### src/rtl/maxterm_extractor.sv
// maxterm_extractor
// Sweeps the three function inputs x/y/z through indices 0..7. Each index is
// held for SETTLE cycles before f_in is sampled. At the end of the sweep the
// maxterm list (F=0 indices), the minterm list (F=1 indices) and the maxterm
// count are published together.
//
// Build option: MAXTERM_COUNT_EN -- when defined, count is the number of
// maxterms. When undefined, no popcount logic is built and count reads 0.
//
// state | meaning
// IDLE  | waiting for start; x/y/z = 000
// WAIT  | driving index idx; settle counter runs down, f_in sampled at 1
// DONE  | one-cycle done pulse; results already updated
module maxterm_extractor #(
  parameter int unsigned SETTLE = 1
) (
  input  logic       clk,
  input  logic       reset,
  input  logic       start,
  input  logic       f_in,
  output logic       x,
  output logic       y,
  output logic       z,
  output logic       busy,
  output logic       done,
  output logic [7:0] maxterms,
  output logic [7:0] minterms,
  output logic [3:0] count
);

  localparam logic [3:0] SETTLE_LD = 4'(SETTLE);

  typedef enum logic [1:0] {
    IDLE = 2'd0,
    WAIT = 2'd1,
    DONE = 2'd2
  } state_t;

  state_t     state, state_nxt;
  logic [2:0] idx, idx_nxt;
  logic [3:0] settle_cnt, settle_nxt;
  logic [7:0] shadow, shadow_nxt;
  logic       sample;
  logic       last;

  // Terminal count of the settle timer marks the sampling edge.
  assign sample = (state == WAIT) && (settle_cnt == 4'd1);
  assign last   = sample && (idx == 3'd7);

  // Inputs of the function under test are only driven during the sweep.
  assign x    = (state == WAIT) & idx[2];
  assign y    = (state == WAIT) & idx[1];
  assign z    = (state == WAIT) & idx[0];
  assign busy = (state == WAIT);
  assign done = (state == DONE);

  // State, index, settle timer and shadow register.
  always_ff @(posedge clk or posedge reset) begin
    if (reset) begin
      state      <= IDLE;
      idx        <= 3'd0;
      settle_cnt <= 4'd0;
      shadow     <= 8'd0;
    end else begin
      state      <= state_nxt;
      idx        <= idx_nxt;
      settle_cnt <= settle_nxt;
      shadow     <= shadow_nxt;
    end
  end

  // Next-state logic: start/settle/sample sequencing.
  always_comb begin
    state_nxt  = state;
    idx_nxt    = idx;
    settle_nxt = settle_cnt;
    shadow_nxt = shadow;
    case (state)
      IDLE: begin
        if (start) begin
          state_nxt  = WAIT;
          idx_nxt    = 3'd0;
          settle_nxt = SETTLE_LD;
        end
      end
      WAIT: begin
        if (sample) begin
          shadow_nxt[idx] = ~f_in;
          if (idx == 3'd7) begin
            state_nxt  = DONE;
            idx_nxt    = 3'd0;
            settle_nxt = 4'd0;
          end else begin
            idx_nxt    = idx + 3'd1;
            settle_nxt = SETTLE_LD;
          end
        end else begin
          settle_nxt = settle_cnt - 4'd1;
        end
      end
      DONE: begin
        state_nxt = IDLE;
      end
      default: begin
        state_nxt = IDLE;
      end
    endcase
  end

  // Published lists change only on the final sample, so they are never torn.
  always_ff @(posedge clk or posedge reset) begin
    if (reset) begin
      maxterms <= 8'd0;
      minterms <= 8'd0;
    end else if (last) begin
      maxterms <= shadow_nxt;
      minterms <= ~shadow_nxt;
    end
  end

`ifdef MAXTERM_COUNT_EN
  logic [3:0] pop_cnt;

  // Number of maxterms in the list about to be published.
  always_comb begin
    pop_cnt = 4'd0;
    for (int i = 0; i < 8; i++) begin
      pop_cnt = pop_cnt + {3'd0, shadow_nxt[i]};
    end
  end

  // Count is registered alongside the lists.
  always_ff @(posedge clk or posedge reset) begin
    if (reset) begin
      count <= 4'd0;
    end else if (last) begin
      count <= pop_cnt;
    end
  end
`else
  assign count = 4'd0;
`endif

endmodule

### config.mk
export PLATFORM = sky130hd
export DESIGN_NAME = maxterm_extractor
export DESIGN_NICKNAME = d
export VERILOG_FILES = /design/src/rtl/maxterm_extractor.sv
export SDC_FILE = /design/constraint.sdc
export NUM_CORES = 1
export LEC_CHECK = 0
export BUFFER_PORTS_ARGS = -buffer_cell sky130_fd_sc_hd__buf_2
export CAP_MARGIN = 20
export CORE_MARGIN = 2
export CORE_UTILIZATION = 50
export CTS_CLUSTER_SIZE = 10
export DETAILED_ROUTE_END_ITERATION = 6
export MAX_ROUTING_LAYER = met4
export PLACE_DENSITY = 0.75
export SYNTH_ARGS = -nofsm -noshare
export SYNTH_HDL_FRONTEND = slang
export SYNTH_SLANG_ARGS = --single-unit
### constraint.sdc
create_clock -name clk -period 1.76 [get_ports clk]
set_input_delay 0.352 -clock clk [delete_from_list [all_inputs] [get_ports clk]]
set_output_delay 0.352 -clock clk [all_outputs]
set_load 0.01 [all_outputs]
Word level (Yosys, flattened, before mapping). Cells that the tools add are included.

Multipliers: 0. $lt $le $gt $ge: 2. Eq/ne operators: 7. Reduce and logical (&&, ||, !) cells: 8. Shifts and indexed selects: 0. Multiplexer cells: 17. Divide/modulo/power cells: 0. $add $sub $neg: 2. Bitwise operators: 5.

Operator list (number): $mux 8 (2); $mux 3 (3); $bwmux 8 (1); $mux 4 (2); $not 8->8 (1); $pmux 4 s2 (1); $mux 2 (3); $pmux 3 s2 (1); $reduce_and 3->1 (2); $eq 4x1->1 const B (1); $lt 3x4->1 const B (1); $ne 2x1->1 const B (2); $pmux 2 s2 (1); $sub 4x1->4 const B (1); $add 3x1->3 const B (1); $and 1x1->1 (3); $demux 1 s3 (1); $eq 3x3->1 const B (1); $ge 3x1->1 const B (1); $logic_and 1x1->1 (3); $eq 2x1->1 const B (1); $eq 2x2->1 const B (1); $logic_not 2->1 (1); $mux 1 (2); other kinds (4) (4).

Output and inout bits: 25. Input port bits: 4. Logic and storage cells: 47. Bits in writable memories: 0. Bits in read-only memories: 0. Register bits after elaboration: 33. Memories kept: 0. Bits in latches: 0.

Logic depth before layout (Yosys ltp). Gate-level depths: netlist of run 1.

Depth in word-level cells: 8. Mapped depth: 8. Depth with buffers taken out: 6.

Worst setup path after synthesis of run 1. No wires, ideal clock.

Path kind: register to register. Start: register idx[0]. End: register maxterms[0]. Clock period less this slack: 1.924 ns. Buffers on the path: 3. Required time: 1.636 ns. Setup time: 0.124 ns. Cell stages (with the launch flop): 9. Arrival: 1.800 ns. Setup slack: -0.164 ns. Path through: dfrtp_1 ha_1 ha_1 clkbuf_1 and3b_1 buf_2 nand2_1 clkbuf_1 o31a_1.

Word-level cells in the longest chain between the ends: 7. Elaborated cells between the ends (all ways): 10. Classes of those cells: order compare (2); eq/ne (1); mux (5); reduce/logical (2).

RTL lines: from (decl) (RTL line 40) `logic [2:0] idx, idx_nxt;`; from (signal assigned) (RTL line 66) `idx <= idx_nxt;`; $lt 3x4->1 (implied by the code) / $ge 3x1->1 (equally long branches) (RTL line 88) `shadow_nxt[idx] = ~f_in;`; $logic_and 1x1->1 (implied by the code) (RTL line 88); $mux 1 (implied by the code) (RTL line 88); $demux 1 s3 (RTL line 88); $bwmux 8 (RTL line 88); $mux 8 (RTL line 87) `if (sample) begin`; $mux 8 (RTL line 78) `case (state)`; to (signal assigned) (RTL line 116) `maxterms <= shadow_nxt;`; to (decl) (RTL line 26) `output logic [7:0] maxterms,`.

Parallel ways exist; a longest one is shown, timed or not. A chain may end at the register's enable or synchronous reset.

Worst setup path in the final report of run 1.
Start: register settle_cnt[1]. End: register maxterms[5].

Word-level cells in the longest chain between the ends: 4. Elaborated cells between the ends (all ways): 5. Classes of those cells: eq/ne (1); mux (2); reduce/logical (2).

RTL lines: from (decl) (RTL line 41) `logic [3:0] settle_cnt, settle_nxt;`; from (signal assigned) (RTL line 67) `settle_cnt <= settle_nxt;`; $eq 4x1->1 (*) (RTL line 47) `assign sample = (state == WAIT) && (settle_cnt == 4'd1);`; $logic_and 1x1->1 (*) (RTL line 47); $mux 8 (RTL line 87); $mux 8 (RTL line 78).

Mark *: on every way between the ends. The rest lies on a longest branch, timed or not.

==> results of run 1 <==
[cell type report]
class                           count  area share [%]
Multi-Input combinational cell    113            41.8
Clock buffer                        8            2.01
Timing Repair Buffer               64            18.4
Inverter                            8            1.34
Tap cell                           46            2.37
Sequential cell                    33            34.1
[worst max-delay path by stage]
stage               cells after the start          end
CTS                                     6  maxterms[5]
detailed placement                      6    shadow[1]
finish                                  6  maxterms[5]
floorplan                               6  minterms[4]
global placement                        6  maxterms[0]
global route                            6  maxterms[5]
[cell families after synthesis]
group / Yosys count / synth area share [%]
other: 1 / 0.210
and+or+nand+nor: 51 / 19.7
adders and majority gates: 4 / 2.80
buffers and inverters: 26 / 7.01
AOI/OAI and AO/OA: 50 / 21.7
DFF: 33 / 46.3
muxes: 4 / 2.31
[routing by layer]
metal	GRT usage, %	vias up
met5	-	-
met4	12.5	0
met3	4.05	6
met2	40.0	74
met1	33.2	811
li1	-	738
[power breakdown]
group	internal (W)	total, W	switching (W)
Combinational	0.00109	0.00222	0.00113
Clock	0.000159	0.000412	0.000253
Sequential	0.00108	0.00128	0.000205
Total	0.00232	0.00391	0.00159
[synthesized netlist by cell type, drive strengths merged (2+ instances only)]
cell,count
a2111oi,4
a211o,4
a21o,3
a21oi,5
a22oi,4
a31oi,2
and2,2
and4,4
and4b,2
buf,10
clkbuf,8
dfrtp,33
ha,4
inv,8
mux2i,3
nand2,8
nand2b,5
nor2,3
nor3,6
nor4,3
nor4b,2
nor4bb,2
o21ai,8
o31a,6
o31ai,8
o41ai,3
or2,3
[worst register-to-register path: cells and delay by family (launching register included)]
kind / cells / cell delay, ns
AO/OA/AOI/OAI: 2 / 0.52
buffers and inverters: 2 / 0.23
flip-flops: 1 / 0.40
adder cells (fa/ha/maj): 1 / 0.13
AND/OR/NAND/NOR: 1 / 0.41
[flip-flops by register name (all words and copies together) (netlist names)]
| name | cells |
|---|---|
| settle_cnt | 4 |
| maxterms | 8 |
| minterms | 8 |
| state | 2 |
| idx | 3 |
| shadow | 8 |
[per-stage QoR]
step           TNS [ns]  cell area (um2)  worst slack [ns]  hold slack, ns
2_1_floorplan   -0.0983             1830           -0.0552           0.450
3_3_place_gp     -0.362             2130           -0.0757           0.447
3_5_place_dp      -1.61             2130            -0.171           0.463
4_1_cts         -0.0512             2270           -0.0188          0.0920
5_1_grt           -1.40             2420            -0.106           0.130
6_report         -0.251             2420           -0.0468          0.0807
[cells in the final DEF (no fill, tap or decap), types with 4 or more instances in the layout]
cell / n
inv_1: 6
buf_4: 34
conb_1: 4
dfrtp_1: 33
a2111oi_4: 4
a21oi_1: 5
buf_2: 25
o31a_1: 6
nor3_1: 6
nand2b_1: 4
nand2_1: 8
a211o_1: 4
clkbuf_4: 5
o21ai_0: 8
o31ai_1: 6
and4_1: 4
buf_6: 4
[timing repair]
action | in CTS | in global routing
resized for setup | 10 | 23
cloned | 1 | 0
setup endpoints to repair | 24 | 31
pin swaps | 3 | 2
setup buffers | 6 | 1
hold buffers | 0 | 0
==> results.md, run 1 <==
* Status: complete, but fails checks
* Failing checks: negative setup slack
* TritonCTS Buffers at 5
* Post-Layout Cell Count at 272
* Top post-synthesis cells by area: dfrtp_1 (46%), a2111oi_2 (3.4%), o31ai_1 (3.4%)
* TritonCTS Sinks at 33
* R2R setup slack at -0.05 ns
* Area of the multi-input gates at 1010 um2
* H-Tree Depth at 2
* Final nets at 233
* EDFF count, synth at 0
* Syn. warnings at 0
* Clock Tree Root: clkbuf_4
* GP Congestion at 0.888
* Asr flop ratio synth at 100%
* Fraction of layout cells with a size suffix above 1 at 42.5%
* Register area share after synthesis at 46.3%
* Crit path capture type: flip-flop
* IO Port Bufs at 24
* Final worst slack at -0.0468 ns
* Critical R2R Capture: maxterms[5]
* Startpoint types: flip-flop
* PwrDens at 1610 nW/um2
* Initial DRT Pass Iterations at 4
* Clock skew at 0.00885 ns
* Final setup fails at 9
* First-pass GRT wire length at 7.83 mm
* Width of the die at 63.8 um
* Vias in the first global route at 1598
* CP dominant cell by count: o31a_1
* Skew-Pair Late Insertion Delay at 0.34 ns
* Cells on worst reg2reg path at 6
* Largest net degree at the start of global routing at 34
* FF+latch area at 826 um2
* Worst-Margin Slew at 0.648 ns
* CP Class: reg2reg
* Tot GR Track Use at 25.8%
* Slowest stage cell, crit path: or3b_4
* Synthesized cell area at 1790 um2
* CP max stage delay at 0.41 ns
* Vias per cell at 5.99
* Tot Pwr at 0.00391 W
* Die area at 4060 um2
* Number of remaining DRC errors at 0
* Delay-heaviest family, CP: compound AO/OA/AOI/OAI gates
* Critical R2R Launch: settle_cnt[1]
* Worst IR Drop VDD at 0.971 mV
* Clk slew on worst S/H paths at 0.10 ns
* Yosys cell types at 48
* Crit path from: settle_cnt[1]
* Core area at 3390 um2
* Unrepaired setup endpoints after global routing: true
* Row cnt at 21
* Post-Synthesis Cells at 169
* Tmin final at 1.81 ns
* Metal2 WL at 2.31 mm
* Met3 WL at 281 um
* Syn_area_per_cell at 10.6 um2
* WL per Instance at 17.2 um
* Hpwl dp at 3.01 mm
* Top Ports at 29
* Initial antenna violation count at 0
* Total grt overflow at 0
* Met1 WL at 2.02 mm
* Maxcap violations at 0
* Final ANT Viol Nets at 0
* Post-synth top area cell: dfrtp_1
* Detailed Route Iter0 Violations at 101
* Filler cell count at 236
* Diode count at 0
* Top_reg_cell synth: dfrtp_1
* Worst-path fanout max at 6
* Final Hold Vio Count at 0
* Fmax at 553 MHz
* Final core occ at 71.5%
* Worst Hold Class: in2async
* Longest Clk Path Bufs at 2
* Via count at 1629
* #FFs+latches synth at 33
* CTS tree: yes
* Lkg Pwr at 1.10 nW
* Initial Utilization at 52.7%
* Buf/Inv on CP at 2
* Final Max Tran Viols at 0
* Synth-to-Final Area Change at 35.7%
* Die H at 63.8 um
* Crit-path cells: inv_2, ha_4, or3b_4, buf_6, o31a_1, o31a_1
* Final period utilization at 103%
* WP data arrival at 2.03 ns
* Placed cells at 256
* Detailed Route WL at 4.68 mm
* Critical Path RT at 1.98 ns
* Max layer used: met4
* Slew headroom at 56.7%
* Yosys top cell area share at 46.3%
Power figures use the tool's default switching activity.
==> run 2: changes to the inputs <==
==> config.mk (replaced) <==
export PLATFORM = sky130hd
export DESIGN_NAME = maxterm_extractor
export DESIGN_NICKNAME = d
export VERILOG_FILES = /design/src/rtl/maxterm_extractor.sv
export SDC_FILE = /design/constraint.sdc
export NUM_CORES = 1
export LEC_CHECK = 0
export CAP_MARGIN = 20
export CORE_MARGIN = 2
export CORE_UTILIZATION = 50
export CTS_CLUSTER_SIZE = 10
export DETAILED_ROUTE_END_ITERATION = 6
export DONT_BUFFER_PORTS = 1
export MAX_ROUTING_LAYER = met4
export PLACE_DENSITY = 0.78
export SYNTH_ARGS = -nofsm -noshare
export SYNTH_HDL_FRONTEND = slang
export SYNTH_SLANG_ARGS = --single-unit
==> run 2 against run 1 <==
The run still ends with negative setup slack left; first-iteration DRC count up 28%; die area unchanged; cell count down 7.0%; largest power group unchanged; final area up 0.47%; sequential power up 9%.
==> results.md, run 2 (synthesis gave the netlist of run 1 again) <==
* Status: complete, but fails checks
* Failing checks: negative setup slack
* Worst IR Drop VDD at 1.06 mV (+9.4%)
* First-pass GRT wire length at 7.62 mm (-2.6%)
* Design Area, Final at 2430 um2 (+0.47%)
* Via count at 1574 (-3.4%)
* HP Start: f_in
* Row cnt at 21 (unchanged)
* Pre-CTS setup slack at -0.179 ns (-0.00787 ns)
* Commonest non-fill, non-tap cell in the layout: buf_4
* Synth-to-Final Area Change at 36.4%
* Fmax at 549 MHz (-0.82%)
* GR Layer Usage met2 at 43.3% (+3.3 points)
* GP Congestion at 0.871 (-1.9%)
* Die H at 63.8 um (unchanged)
* IO Port Bufs at 0 (-100%)
* TritonCTS Buffers at 5 (unchanged)
* CTS tree: yes
* Total grt overflow at 0 (unchanged)
* Final Max Tran Viols at 0 (unchanged)
* Tmin final at 1.82 ns (+0.0149 ns)
* Post-Layout Cell Count at 253 (-7.0%)
* Clock skew at 0.0172 ns (+0.00831 ns)
* Startpoint types: flip-flop
* Crit path capture type: flip-flop
* Clock Tree Root: clkbuf_4
* H-Tree Depth at 2 (unchanged)
* Final Hold Vio Count at 0 (unchanged)
* Final worst slack at -0.0618 ns (-0.0149 ns)
* PwrDens at 1740 nW/um2 (+7.6%)
* Lkg Pwr at 1.05 nW (-3.7%)
* Diode count at 0 (unchanged)
* GR Layer Usage met3 at 5.99% (+1.9 points)
* Placed cell area at 2000 um2 (-6.1%)
* WL per Instance at 20.1 um (+17%)
* Worst-path fanout max at 7 (+1)
* Vias per cell at 6.22 (+3.9%)
* CP Class: reg2reg
* Initial Utilization at 52.7% (unchanged)
* Tot Pwr at 0.00423 W (+8.1%)
* Skew-Pair Late Insertion Delay at 0.36 ns (+0.02 ns)
* Critical Path RT at 1.98 ns (about the same)
* TritonCTS Sinks at 33 (unchanged)
* Core area at 3390 um2 (unchanged)
* WP data arrival at 2.04 ns (about the same)
* Setup TNS at -0.409 ns (-0.158 ns)
* Initial antenna violation count at 0 (unchanged)
* Crit path from: settle_cnt[1]
* Fraction of layout cells with a size suffix above 1 at 41.1% (-1.4 points)
* Most frequent cells in the layout: buf_4 (37), dfrtp_1 (32), nand2_1 (8)
* Unrepaired setup endpoints after global routing: true
* Die area at 4060 um2 (unchanged)
* Initial DRT Pass Iterations at 4 (unchanged)
* Final period utilization at 104% (+0.85 points)
* Longest Clk Path Bufs at 2 (unchanged)
* Final nets at 214 (-8.2%)
* M1 GR Usage at 29.6% (-3.7 points)
* Number of remaining DRC errors at 0 (unchanged)
* Critical R2R Launch: settle_cnt[1]
* Final setup fails at 14 (+5)
* Width of the die at 63.8 um (unchanged)
* Tot GR Track Use at 25.3% (-0.52 points)
* Vias in the first global route at 1557 (-2.6%)
* Detailed Route WL at 5.08 mm (+8.6%)
* Detailed Route Iter0 Violations at 129 (+28%)
* GRT Max-Usage Layer: met2
* Worst Hold Class: in2reg
* Placed cells at 229 (-11%)
* Final ANT Viol Nets at 0 (unchanged)
* Top Registers: maxterms: 8 flops, minterms: 8 flops, shadow: 8 flops
* Largest net degree at the start of global routing at 30 (-12%)
* Clk slew on worst S/H paths at 0.10 ns (about the same)
* Maxcap violations at 0 (unchanged)
* Top Ports at 29 (unchanged)
* Hpwl dp at 3.02 mm (+0.47%)
==> run 2: cell types whose count changed in the layout (fill, tap and decap cells not counted), moves of 2 or more <==
cell,delta
o31ai_1,-2
buf_2,-25
buf_6,+2
clkbuf_1,-2
buf_4,+3
o31ai_4,+2
o21ai_0,-2
==> run 2: worst paths after layout <==
check,end,slack [ns],depth (start not counted)
hold reg to reg,shadow[7],0.51,2
setup reg to reg,shadow[3],-0.06,6
max in group asynchronous,idx[0],0.77,3
setup / recovery,shadow[3],-0.06,6
min in group asynchronous,minterms[7],0.33,2
hold / removal,shadow[6],0.08,1
==> run 2: report_power, final <==
part	switching [W]	internal [W]
registers	0.000312	0.00108
logic	0.00112	0.00111
clock network	0.000266	0.000339
==> run 2: timing repair <==
action / in CTS / in global routing
setup buffers: 9 / 6
pin swaps: 6 / 6
gates cloned: 1 / 0
endpoints found under the hold margin: 4 / 0
setup endpoints to repair: 28 / 29
resized for setup: 26 / 18
hold buffers: 1 / 0
==> run 2: per-stage QoR <==
step           utilization (%)  hold slack (ns)
6_report                  71.8           0.0817
5_1_grt                   71.8           0.0867
4_1_cts                   68.1           0.0810
3_5_place_dp              58.9            0.144
3_3_place_gp              58.9            0.141
2_1_floorplan                -            0.450
==> run 2: worst max-delay path, cell delays in order (launching register included) <==
cell     delay, ns
dfrtp_1       0.40
inv_2         0.08
ha_4          0.12
or3b_4        0.42
buf_12        0.16
buf_4         0.15
o41ai_1       0.36
==> run 2: routing by layer <==
metal  vias up  wire, um
met4         0       117
met2        68      2580
li1        701         -
met5         -         0
met3        13       316
met1       792      2060
==> run 2: area by class of cell <==
class / instances / area, um2
clock buffers: 7 / 55.1
clock inverters: 1 / 30.0
inverters: 8 / 33.8
well taps: 46 / 57.6
fillers: 217 / 955
repair buffers: 45 / 375
flip-flops and latches: 33 / 827
multi-input cells: 113 / 1060
==> run 3: changes to the inputs <==
--- a/config.mk
+++ b/config.mk
@@ -6,7 +6,6 @@
 export NUM_CORES = 1
 export LEC_CHECK = 0
 export CAP_MARGIN = 20
-export CORE_MARGIN = 2
 export CORE_UTILIZATION = 50
 export CTS_CLUSTER_SIZE = 10
 export DETAILED_ROUTE_END_ITERATION = 6
==> run 3 against run 2 <==
Worst hold slack worse by 0.0034 ns; setup slack worse by 0.040 ns; cell count down 0.79%; sequential share of layout area down 0.10 points; critical endpoint is now y; fmax down 2.1%; the run still ends with negative setup slack left; utilization up 0.22 points.
==> results.md, run 3 (synthesis gave the netlist of run 1 again) <==
* Status: complete, but fails checks
* Failing checks: negative setup slack
* Fraction of layout cells with a size suffix above 1 at 41.0% (-0.087 points)
* Initial Utilization at 52.7% (unchanged)
* Row cnt at 21 (unchanged)
* Top Registers: maxterms: 8 flops, minterms: 8 flops, shadow: 8 flops
* Final Max Tran Viols at 0 (unchanged)
* Startpoint types: flip-flop
* Die H at 61.8 um (-3.1%)
* Longest Clk Path Bufs at 2 (unchanged)
* Diode count at 0 (unchanged)
* Critical Path RT at 1.41 ns (-0.57 ns)
* WL per Instance at 20.8 um (+3.5%)
* Worst-path fanout max at 20 (+13)
* Via count at 1600 (+1.7%)
* Total grt overflow at 0 (unchanged)
* Skew-Pair Late Insertion Delay at 0.35 ns (about the same)
* Vias per cell at 6.37 (+2.5%)
* First-pass GRT wire length at 7.87 mm (+3.2%)
* Clock Tree Root: clkbuf_4
* Final core occ at 72.1% (+0.22 points)
* Width of the die at 61.8 um (-3.1%)
* CTS tree: yes
* Crit-path cells: buf_4, inv_1, nor2_2
* Slowest stage cell, crit path: dfrtp_1
* Worst-Margin Slew at 0.498 ns
* Worst IR Drop VDD at 1.21 mV (+14%)
* Fmax at 537 MHz (-2.1%)
* Hold path depth at 1 (unchanged)
* Synth-to-Final Area Change at 36.8%
* Worst Hold Class: in2reg
* Detailed Route Iter0 Violations at 112 (-13%)
* Maxcap violations at 0 (unchanged)
* Cells on worst reg2reg path at 6 (unchanged)
* Final worst slack at -0.101 ns (-0.0396 ns)
* Largest net degree at the start of global routing at 34 (+13%)
* Hpwl dp at 3.05 mm (+0.97%)
* Final setup fails at 22 (+8)
* Tot GR Track Use at 30.4% (+5.2 points)
* Top Ports at 29 (unchanged)
* CP Class: reg2out
* Clk slew on worst S/H paths at 0.12 ns (+0.02 ns)
* WP data arrival at 1.51 ns (-0.53 ns)
* Slew headroom at 66.3%
* Clock skew at 0.0185 ns (+0.00136 ns)
* CP max stage delay at 0.38 ns (-0.04 ns)
* Commonest non-fill, non-tap cell in the layout: buf_4
* Lkg Pwr at 1.08 nW (+2.3%)
* Tmin final at 1.86 ns (+0.0396 ns)
* Initial DRT Pass Iterations at 4 (unchanged)
* Final Hold Slack at 0.0783 ns (-0.00341 ns)
* TritonCTS Sinks at 33 (unchanged)
* Final nets at 212 (-0.93%)
* Crit path capture type: output port
* Number of remaining DRC errors at 0 (unchanged)
* GP Congestion at 0.853 (-2.1%)
* Unrepaired setup endpoints after global routing: true
* H-Tree Depth at 2 (unchanged)
* Final Hold Vio Count at 0 (unchanged)
* IO Port Bufs at 0 (unchanged)
* Final period utilization at 106% (+2.3 points)
* PwrDens at 1750 nW/um2 (+0.66%)
* TritonCTS Buffers at 5 (unchanged)
* Core area at 3390 um2 (unchanged)
* Final ANT Viol Nets at 0 (unchanged)
* Vias in the first global route at 1646 (+5.7%)
* Die area at 3810 um2 (-6.2%)
* Initial antenna violation count at 0 (unchanged)
* Detailed Route WL at 5.21 mm (+2.7%)
* Most frequent cells in the layout: buf_4 (35), dfrtp_1 (32), nand2_1 (7)
-- run 3: changes by cell type in the layout (fill, tap and decap cells not counted), sizes merged --
cell and delta:
bufbuf +1, clkinvlp -1, buf -3, inv +1, clkinv +1, bufinv +1, clkbuf -2
-- run 3: final timing paths --
| check | endpoint | slack (ns) | start |
|---|---|---|---|
| max | y | -0.10 | idx[1] |
| min | shadow[3] | 0.08 | f_in |
| max reg2reg | maxterms[0] | -0.10 | settle_cnt[1] |
| min reg2reg | shadow[7] | 0.51 | shadow[7] |
| max in group asynchronous | idx[0] | 0.88 | reset |
| min in group asynchronous | minterms[2] | 0.52 | reset |
-- run 3: what timing repair did --
action | CTS | global route
hold buffers | 1 | 0
setup buffers | 6 | 3
pin swaps | 7 | 10
hold endpoints to repair | 26 | 0
setup endpoints to repair | 22 | 30
gates cloned | 2 | 0
gates resized for setup | 23 | 19
-- run 3: cell type report --
type	count	area (um2)
well taps	46	57.6
flip-flops and latches	33	827
multi-input cells	113	1030
repair buffers	43	398
clock buffers	5	37.5
clock inverters	3	65.1
fillers	242	947
inverters	8	30.0
-- run 3: metal layers --
| layer | part of all wire [%] | global-route usage (%) | routed length [um] |
|---|---|---|---|
| met1 | 40 | 37.2 | 2060 |
| met5 | 0 | - | 0 |
| met2 | 50 | 48.7 | 2630 |
| met3 | 7.8 | 6.63 | 406 |
| met4 | 2.1 | 13.0 | 112 |
-- run 3: critical path: cells and delay by family (launching register included) --
family | cells | cell delay [ns]
flip-flops | 1 | 0.38
AND/OR/NAND/NOR | 1 | 0.25
buffers and inverters | 2 | 0.55
-- run 3: per-stage QoR --
step / instance area [um2] / instances / setup TNS [ns] / total power (W) / worst slack, ns
after floorplan: 1830 / 172 / -0.0983 / 0.00236 / -0.0552
after global placement: 2020 / 232 / -0.621 / 0.00282 / -0.0777
after detailed placement: 2020 / 232 / -1.55 / 0.00294 / -0.146
after CTS: 2360 / 249 / -0.417 / 0.00403 / -0.0844
after global routing: 2440 / 251 / -2.22 / 0.00448 / -0.156
final: 2440 / 251 / -0.823 / 0.00427 / -0.101
-- run 3: power breakdown --
group	total, W	switching (W)	internal (W)
registers	0.00138	0.000302	0.00108
clock network	0.000721	0.000281	0.000440
logic	0.00217	0.00109	0.00108
total	0.00427	0.00167	0.00259
